==> src/rtl/pipe_hazard_ctrl.sv <==
// pipe_hazard_ctrl: stall/flush sequencer for the five-stage pipeline.
// Drives write-enables and bubble/flush controls for PC, IF/ID, ID/EX,
// EX/MEM and MEM/WB from load-use, taken-branch and data-memory-wait hazards.
// Optional feature macro: PIPE_HAZARD_PERF_EN enables the saturating
// stall-cycle counter on StallCount; otherwise StallCount reads zero.
module pipe_hazard_ctrl #(
   parameter int unsigned MEM_TIMEOUT = 15
) (
   input  logic        Clk,
   input  logic        Reset,
   input  logic [4:0]  IdRs,
   input  logic [4:0]  IdRt,
   input  logic        ExMemRead,
   input  logic [4:0]  ExRt,
   input  logic        ExBranchTaken,
   input  logic        MemReq,
   input  logic        MemReady,
   output logic        PcWrite,
   output logic        IfIdWrite,
   output logic        IfIdFlush,
   output logic        IdExEn,
   output logic        IdExFlush,
   output logic        ExMemEn,
   output logic        MemWbEn,
   output logic        MemWbBubble,
   output logic        MemTimeout,
   output logic [15:0] StallCount
);

   typedef enum logic [1:0] {
      RUN      = 2'd0,
      MEM_WAIT = 2'd1,
      ERROR    = 2'd2
   } state_t;

   localparam logic [7:0] TIMEOUT_VAL = 8'(MEM_TIMEOUT);

   state_t     state_q, state_d;
   logic [7:0] wait_cnt_q, wait_cnt_d;
   logic       load_use;

   // A load in EX whose destination feeds either ID source operand; r0 never hazards.
   always_comb begin
      load_use = ExMemRead && (ExRt != 5'd0) && ((ExRt == IdRs) || (ExRt == IdRt));
   end

   // Next-state, wait counter and same-cycle control outputs from state and hazards.
   always_comb begin
      state_d     = state_q;
      wait_cnt_d  = wait_cnt_q;
      PcWrite     = 1'b1;
      IfIdWrite   = 1'b1;
      IfIdFlush   = 1'b0;
      IdExEn      = 1'b1;
      IdExFlush   = 1'b0;
      ExMemEn     = 1'b1;
      MemWbEn     = 1'b1;
      MemWbBubble = 1'b0;
      MemTimeout  = 1'b0;

      case (state_q)
         RUN: begin
            if (MemReq && !MemReady) begin
               PcWrite     = 1'b0;
               IfIdWrite   = 1'b0;
               IdExEn      = 1'b0;
               ExMemEn     = 1'b0;
               MemWbBubble = 1'b1;
               state_d     = MEM_WAIT;
               wait_cnt_d  = 8'd1;
            end else if (ExBranchTaken) begin
               IfIdFlush = 1'b1;
               IdExFlush = 1'b1;
            end else if (load_use) begin
               PcWrite   = 1'b0;
               IfIdWrite = 1'b0;
               IdExFlush = 1'b1;
            end
         end

         MEM_WAIT: begin
            if (MemReady) begin
               state_d    = RUN;
               wait_cnt_d = 8'd0;
            end else begin
               PcWrite     = 1'b0;
               IfIdWrite   = 1'b0;
               IdExEn      = 1'b0;
               ExMemEn     = 1'b0;
               MemWbBubble = 1'b1;
               if (wait_cnt_q == TIMEOUT_VAL) begin
                  state_d = ERROR;
               end else begin
                  wait_cnt_d = wait_cnt_q + 8'd1;
               end
            end
         end

         ERROR: begin
            PcWrite     = 1'b0;
            IfIdWrite   = 1'b0;
            IdExEn      = 1'b0;
            ExMemEn     = 1'b0;
            MemWbEn     = 1'b0;
            MemWbBubble = 1'b1;
            MemTimeout  = 1'b1;
         end

         default: begin
            state_d    = RUN;
            wait_cnt_d = 8'd0;
         end
      endcase

      if (Reset) begin
         state_d     = RUN;
         wait_cnt_d  = 8'd0;
         PcWrite     = 1'b0;
         IfIdWrite   = 1'b0;
         IfIdFlush   = 1'b1;
         IdExEn      = 1'b0;
         IdExFlush   = 1'b1;
         ExMemEn     = 1'b0;
         MemWbEn     = 1'b0;
         MemWbBubble = 1'b1;
         MemTimeout  = 1'b0;
      end
   end

   // FSM state and memory-wait counter registers.
   always_ff @(posedge Clk) begin
      if (Reset) begin
         state_q    <= RUN;
         wait_cnt_q <= 8'd0;
      end else begin
         state_q    <= state_d;
         wait_cnt_q <= wait_cnt_d;
      end
   end

`ifdef PIPE_HAZARD_PERF_EN
   logic [15:0] stall_cnt_q, stall_cnt_d;

   // Count every cycle the PC is held, saturating instead of wrapping.
   always_comb begin
      stall_cnt_d = stall_cnt_q;
      if (!PcWrite && (stall_cnt_q != 16'hFFFF)) begin
         stall_cnt_d = stall_cnt_q + 16'd1;
      end
   end

   // Stall counter register.
   always_ff @(posedge Clk) begin
      if (Reset) begin
         stall_cnt_q <= 16'h0000;
      end else begin
         stall_cnt_q <= stall_cnt_d;
      end
   end

   assign StallCount = stall_cnt_q;
`else
   assign StallCount = 16'h0000;
`endif

endmodule

==> config.mk <==
export PLATFORM = sky130hd
export DESIGN_NAME = pipe_hazard_ctrl
export DESIGN_NICKNAME = d
export VERILOG_FILES = /design/src/rtl/pipe_hazard_ctrl.sv
export SDC_FILE = /design/constraint.sdc
export NUM_CORES = 1
export LEC_CHECK = 0
export CAP_MARGIN = 20
export CORE_UTILIZATION = 30
export DETAILED_ROUTE_END_ITERATION = 8
export PLACE_DENSITY = 0.65
export SLEW_MARGIN = 10
export SYNTH_ARGS = -nofsm -noshare
export SYNTH_HDL_FRONTEND = slang
export SYNTH_SLANG_ARGS = --single-unit
==> constraint.sdc <==
create_clock -name Clk -period 1.7 [get_ports Clk]
set_input_delay 0.425 -clock Clk [delete_from_list [all_inputs] [get_ports Clk]]
set_output_delay 0.425 -clock Clk [all_outputs]
set_load 0.05 [all_outputs]
==> results of run 1 <==
[final timing paths]
check | startpoint | slack (ns) | depth (start not counted) | to
worst min-delay path | wait_cnt_q[7]$_SDFFE_PP0P_ | 0.49 | 2 | wait_cnt_q[7]$_SDFFE_PP0P_
worst max-delay path | ExRt[1] | -0.36 | 6 | IfIdWrite
worst min register to register | wait_cnt_q[7]$_SDFFE_PP0P_ | 0.49 | 2 | wait_cnt_q[7]$_SDFFE_PP0P_
worst max register to register | state_q[1]$_SDFFE_PP0P_ | 0.11 | 6 | wait_cnt_q[7]$_SDFFE_PP0P_
[flip-flops by register name, summed over array words and instances, names as in the netlist]
register    cells
wait_cnt_q      8
state_q         2
[logic make-up after synthesis]
logic type      Yosys count
simple gates             40
buf+inv                  24
compound gates           21
xor+xnor                 14
flops                    10
fa+ha+maj                 1
other cells               1
[metrics by stage]
stage                     setup TNS (ns)  hold slack [ns]  cell area [um^2]  setup slack (ns)
after floorplan                   -1.155           0.4693             991.0           -0.3890
final                             -1.215           0.4949              1582           -0.3606
after detailed placement          -7.588           0.4940              1375           -0.7739
after global placement            -7.089           0.4817              1375           -0.7576
after global routing              -1.538           0.5416              1582           -0.3918
after CTS                         -1.341           0.5010              1515           -0.4474
[timing repair]
| action | in CTS | in global routing |
|---|---|---|
| gates cloned | 0 | 0 |
| endpoints found under the setup margin | 17 | 9 |
| pin swaps | 22 | 8 |
| setup buffers | 6 | 6 |
| gates resized for setup | 66 | 10 |
[where the power goes]
part | switching, mW | leakage (nW) | internal, mW | total, mW
registers | 0.00509 | 0.0826 | 0.238 | 0.243
clock network | 0.0812 | 0.0210 | 0.130 | 0.211
logic | 0.232 | 0.588 | 0.165 | 0.397
total | 0.318 | 0.692 | 0.533 | 0.851
[area by class of cell]
class | instances | area, um^2 | area share
repair buffers | 55 | 590.6 | 0.3734
well taps | 31 | 38.79 | 0.02453
flip-flops and latches | 10 | 207.7 | 0.1313
inverters | 4 | 18.77 | 0.01187
multi-input cells | 92 | 689.4 | 0.4359
clock buffers | 4 | 36.28 | 0.02294
[cells in the mapped netlist, types with 2 or more instances]
library cell / instances / area (um^2)
buf_4: 18 / 135.1
nor2_1: 12 / 45.04
xor2_1: 12 / 105.1
dfxtp_1: 10 / 200.2
a21oi_1: 5 / 25.02
and3_1: 4 / 25.02
inv_1: 4 / 15.01
nor3_1: 4 / 20.02
nand2_1: 3 / 11.26
o21ai_0: 3 / 15.01
or3_1: 3 / 18.77
a211oi_1: 2 / 15.01
a31oi_1: 2 / 12.51
buf_2: 2 / 10.01
nand4_1: 2 / 12.51
nor2b_1: 2 / 12.51
nor3b_1: 2 / 15.01
xnor2_1: 2 / 17.52
[worst register-to-register path: cells and delay by family (launching register included)]
| family | cells | cell delay [ns] |
|---|---|---|
| buf+inv | 2 | 0.27 |
| compound gates | 1 | 0.17 |
| flops | 1 | 0.37 |
| simple gates | 3 | 0.70 |
[layer usage]
metal / track usage / vias up / share of wire
li1: - / 462 / -
met1: 0.1547 / 438 / 0.39
met2: 0.2806 / 32 / 0.54
met3: 0.03023 / 5 / 0.059
met4: 0.05923 / 0 / 0.016
met5: 0 / - / 0
==> flow_summary.yaml, run 1 <==
sta:
  fin_ws_ns: -0.3606
  finalCritPeriodShare: 1.212
  fin_worst_skew_ns: 0.003985
  period_needed_ns: 2.061
  timing.fmax_mhz: 485.3
  slew_violations: 0
  final-setup-viol-count: 6
  finalHoldViolCount: 0
  rsz0062_at_grt: "yes"
synthesis:
  syn_area_per_cell_um2: 7.857
  synth_xor_area_frac: 0.1406
  ys_ff_latch: 10
  synth_compound_area_frac: 0.1693
  syn_inst: 111
  synth_edf_count: 0
  synth_cell_types: 37
  synth_top_family_by_area: "simple AND/OR/NAND/NOR gates"
  ys.flop_type: "dfxtp_1"
  synth-seq-area-share: 0.2296
  synthArstFlopShare: 0
  yosys-mux-area-fraction: 0
  ys_warn_count: 0
  synthSimpleGateAreaFrac: 0.2582
  syn_area_um2: 872.1
  synthAdderAreaFrac: 0.01435
power_and_ir_drop:
  power_uw: 851.1
  p_leak_nw: 0.6919
  p_per_area_nw_per_um2: 538.2
  max-vdd-ir-drop_uv: 410.9
setup_path:
  cp_data_required_time_ns: 1.27
  cp-end-kind: "output pin"
  critPathKind: "primary input to output pin"
  crit_slowest_cell: "or4_4"
  start_kind: "primary input"
  critPathMaxFanout: 2
  worst-path-buf-inv: 2
  slowest_delay_ns: 0.54
  crit_arrival_ns: 1.64
  cpLargestDelayFamily: "simple AND/OR/NAND/NOR gates"
  worstPathCellList: "buf_6 -> or4_4 -> o21ai_4 -> or3_1 -> o21ba_4 -> buf_12"
clock_network:
  cts_hold_buf: 0
  numCtsBuffers: 3
  cts.sinks: 10
  cts_tree: "built"
  h-tree-depth: 1
  clock_path_buffers: 2
  clock_latency_ns: 0.27
  clkTransAtPathRegs_ns: 0.06
  cts_root_buffer: "clkbuf_4"
grt:
  grt_max_degree: 9
  grt_usage: 0.1467
  grt_pass1_vias: 899
  antenna_found_initial: 0
  overflow: 0
  grt_pass1_wl_um: 3705
route:
  final_antenna_net_count: 0
  via_per_inst: 4.781
  wl_per_cell_um: 11.77
  drtPass1Iterations: 4
  vias: 937
  remaining_drc_errors: 0
  drtIter0Drc: 11
  drt-total-wl_um: 2307
placement:
  portBuffers: 29
  dpl.hpwl_um: 1696
  place.gp.congestion: 0.8092
  placed_cells: 181
status:
  outcome: "finished with violations"
  violations: "setup timing"
die:
  io_pins: 46
  die_w_um: 55.92
  num_rows: 19
  die-area_um2: 3126
  core_area_um2: 2758
  die_h_um: 55.92
  start_util: 0.3162
finish:
  final_common_cell: "buf_4"
  diodes: 0
  final_cell_mix: "17 x buf_4, 16 x conb_1, 12 x xor2_1, 12 x nor2_1, 10 x buf_12"
  final_cells: 196
  area_delta_synth_final_pct: 81.35
  finalNetCount: 188
  n_fill_cell: 235
  drive_gt1_frac: 0.4364
  final_core_util: 0.5735
run:
  maxCapViolCount: 0
worst_hold_path:
  hp-class: "register to register"
No activity file was read; power rests on OpenSTA's default activity.
==> run 2: changes to the inputs <==
--- a/config.mk
+++ b/config.mk
@@ -6,9 +6,11 @@
 export NUM_CORES = 1
 export LEC_CHECK = 0
 export CAP_MARGIN = 20
-export CORE_UTILIZATION = 30
+export CELL_PAD_IN_SITES_DETAIL_PLACEMENT = 1
+export CELL_PAD_IN_SITES_GLOBAL_PLACEMENT = 1
+export CORE_UTILIZATION = 24
 export DETAILED_ROUTE_END_ITERATION = 8
-export PLACE_DENSITY = 0.65
+export PLACE_DENSITY = 0.74
 export SLEW_MARGIN = 10
 export SYNTH_ARGS = -nofsm -noshare
 export SYNTH_HDL_FRONTEND = slang
==> run 2 against run 1 <==
  * The run still ends with setup timing left
  * Sequential power barely moved
  * Register-to-register slack worse by 0.02 ns
  * Final area down 0.40%
  * Highest routed layer unchanged
==> flow_summary.yaml, run 2 (synthesis results as in run 1) <==
die:
  core_area_um2: 3416
  start_util: 0.2553
  die-area_um2: 3879
  die_w_um: 62.28
  io_pins: 46
  die_h_um: 62.28
  num_rows: 21
finish:
  area_delta_synth_final_pct: 80.63
  reg_top3: "wait_cnt_q (8), state_q (2)"
  top_register: "wait_cnt_q"
  diodes: 0
  drive_gt1_frac: 0.4658
  final_cell_area_um2: 1575
  final_common_cell: "buf_4"
  final_cell_mix: "17 x buf_4, 16 x conb_1, 12 x nor2_1"
  finalNetCount: 185
  largest_register_ffs: 8
route:
  drt-total-wl_um: 3056
  via_per_inst: 4.585
  drtIter0Drc: 6
  remaining_drc_errors: 0
  vias: 949
  wl_per_cell_um: 14.76
  drtPass1Iterations: 2
  final_antenna_net_count: 0
sta:
  period_needed_ns: 2.074
  fin_ws_ns: -0.3744
  final-setup-viol-count: 6
  finalCritPeriodShare: 1.220
  timing.fmax_mhz: 482.1
  rsz0062_at_grt: "yes"
  slew_violations: 0
  finalHoldViolCount: 0
  fin_worst_skew_ns: 0.005501
clock_network:
  h-tree-depth: 1
  clkTransAtPathRegs_ns: 0.06
  cts_tree: "built"
  clock_path_buffers: 2
  numCtsBuffers: 3
  clock_latency_ns: 0.27
  cts.sinks: 10
  cts_root_buffer: "clkbuf_4"
placement:
  dpl.hpwl_um: 2219
  place_ws_ns: -0.7794
  portBuffers: 29
  place.gp.congestion: 0.8324
  place_area_um2: 1424
worst_hold_path:
  min-delay-start: "wait_cnt_q[7]$_SDFFE_PP0P_"
  hp-class: "register to register"
  hold_end: "wait_cnt_q[7]$_SDFFE_PP0P_"
  hold_depth: 2
grt:
  grt_usage: 0.1546
  grt_max_degree: 12
  overflow: 0
  antenna_found_initial: 0
  grt_pass1_vias: 980
  grt_pass1_wl_um: 4767
status:
  outcome: "finished with violations"
  violations: "setup timing"
setup_path:
  r2r-end: "wait_cnt_q[7]$_SDFFE_PP0P_"
  critPathKind: "primary input to output pin"
  start_kind: "primary input"
  worstReg2RegStart: "state_q[1]$_SDFFE_PP0P_"
  cp-end-kind: "output pin"
  cp_data_required_time_ns: 1.27
  crit_arrival_ns: 1.65
  reg2reg_depth: 6
  critPathMaxFanout: 2
  r2r_setup_slack_ns: 0.09
power_and_ir_drop:
  p_per_area_nw_per_um2: 520.8
  p_leak_nw: 0.6670
  max-vdd-ir-drop_uv: 344.5
run:
  maxCapViolCount: 0
[run 2: per-layer routing]
metal,GRT usage,routed length (um)
met4,0.05523,40
met3,0.03125,157
met5,0,0
met2,0.2940,1605
met1,0.1667,1254
[run 2: worst max-delay path, stage by stage]
cell and delay, ns:
buf_8 0.10, or4_4 0.54, o21ai_4 0.14, or3_4 0.14, o21ba_4 0.16, buf_12 0.14
[run 2: metrics by stage]
step                        util  setup TNS, ns  hold slack (ns)  instances  power (mW)
after floorplan                -         -1.155           0.4693        126      0.4931
after global placement    0.4169         -6.516           0.4796        200      0.6200
after detailed placement  0.4169         -7.125           0.5013        200      0.6310
after CTS                 0.4498         -1.396           0.5096        206      0.8078
after global routing      0.4612         -1.654           0.5495        207      0.8547
final                     0.4612         -1.275           0.5023        207      0.8204
[run 2: layout make-up]
class                   count  area, um^2
clock buffers               3       22.52
fillers                   407        1841
inverters                   4       18.77
multi-input cells          92       714.4
flip-flops and latches     10       207.7
well taps                  46       57.56
repair buffers             52       554.3
[run 2: worst max-delay path by stage]
stage                     cells after the start  slack [ns]     from   endpoint
after floorplan                               4       -0.39  ExRt[3]  IdExFlush
after global placement                        6       -0.72  ExRt[2]    PcWrite
after detailed placement                      6       -0.78  ExRt[2]    PcWrite
after CTS                                     6       -0.42  ExRt[4]    PcWrite
after global routing                          6       -0.42  ExRt[4]    PcWrite
final                                         6       -0.37  ExRt[4]    PcWrite
[run 2: power by group]
group	switching (mW)	internal (mW)	total [mW]	leakage [nW]
logic	0.243	0.167	0.411	0.571
registers	0.00659	0.238	0.244	0.0826
clock network	0.0835	0.0819	0.165	0.0138
[run 2: repair_timing]
item,CTS,global route
buffers inserted,5,1
pin swaps,21,13
endpoints found under the setup margin,18,9
gates resized for setup,65,18
hold buffers,0,0
gates cloned,0,0
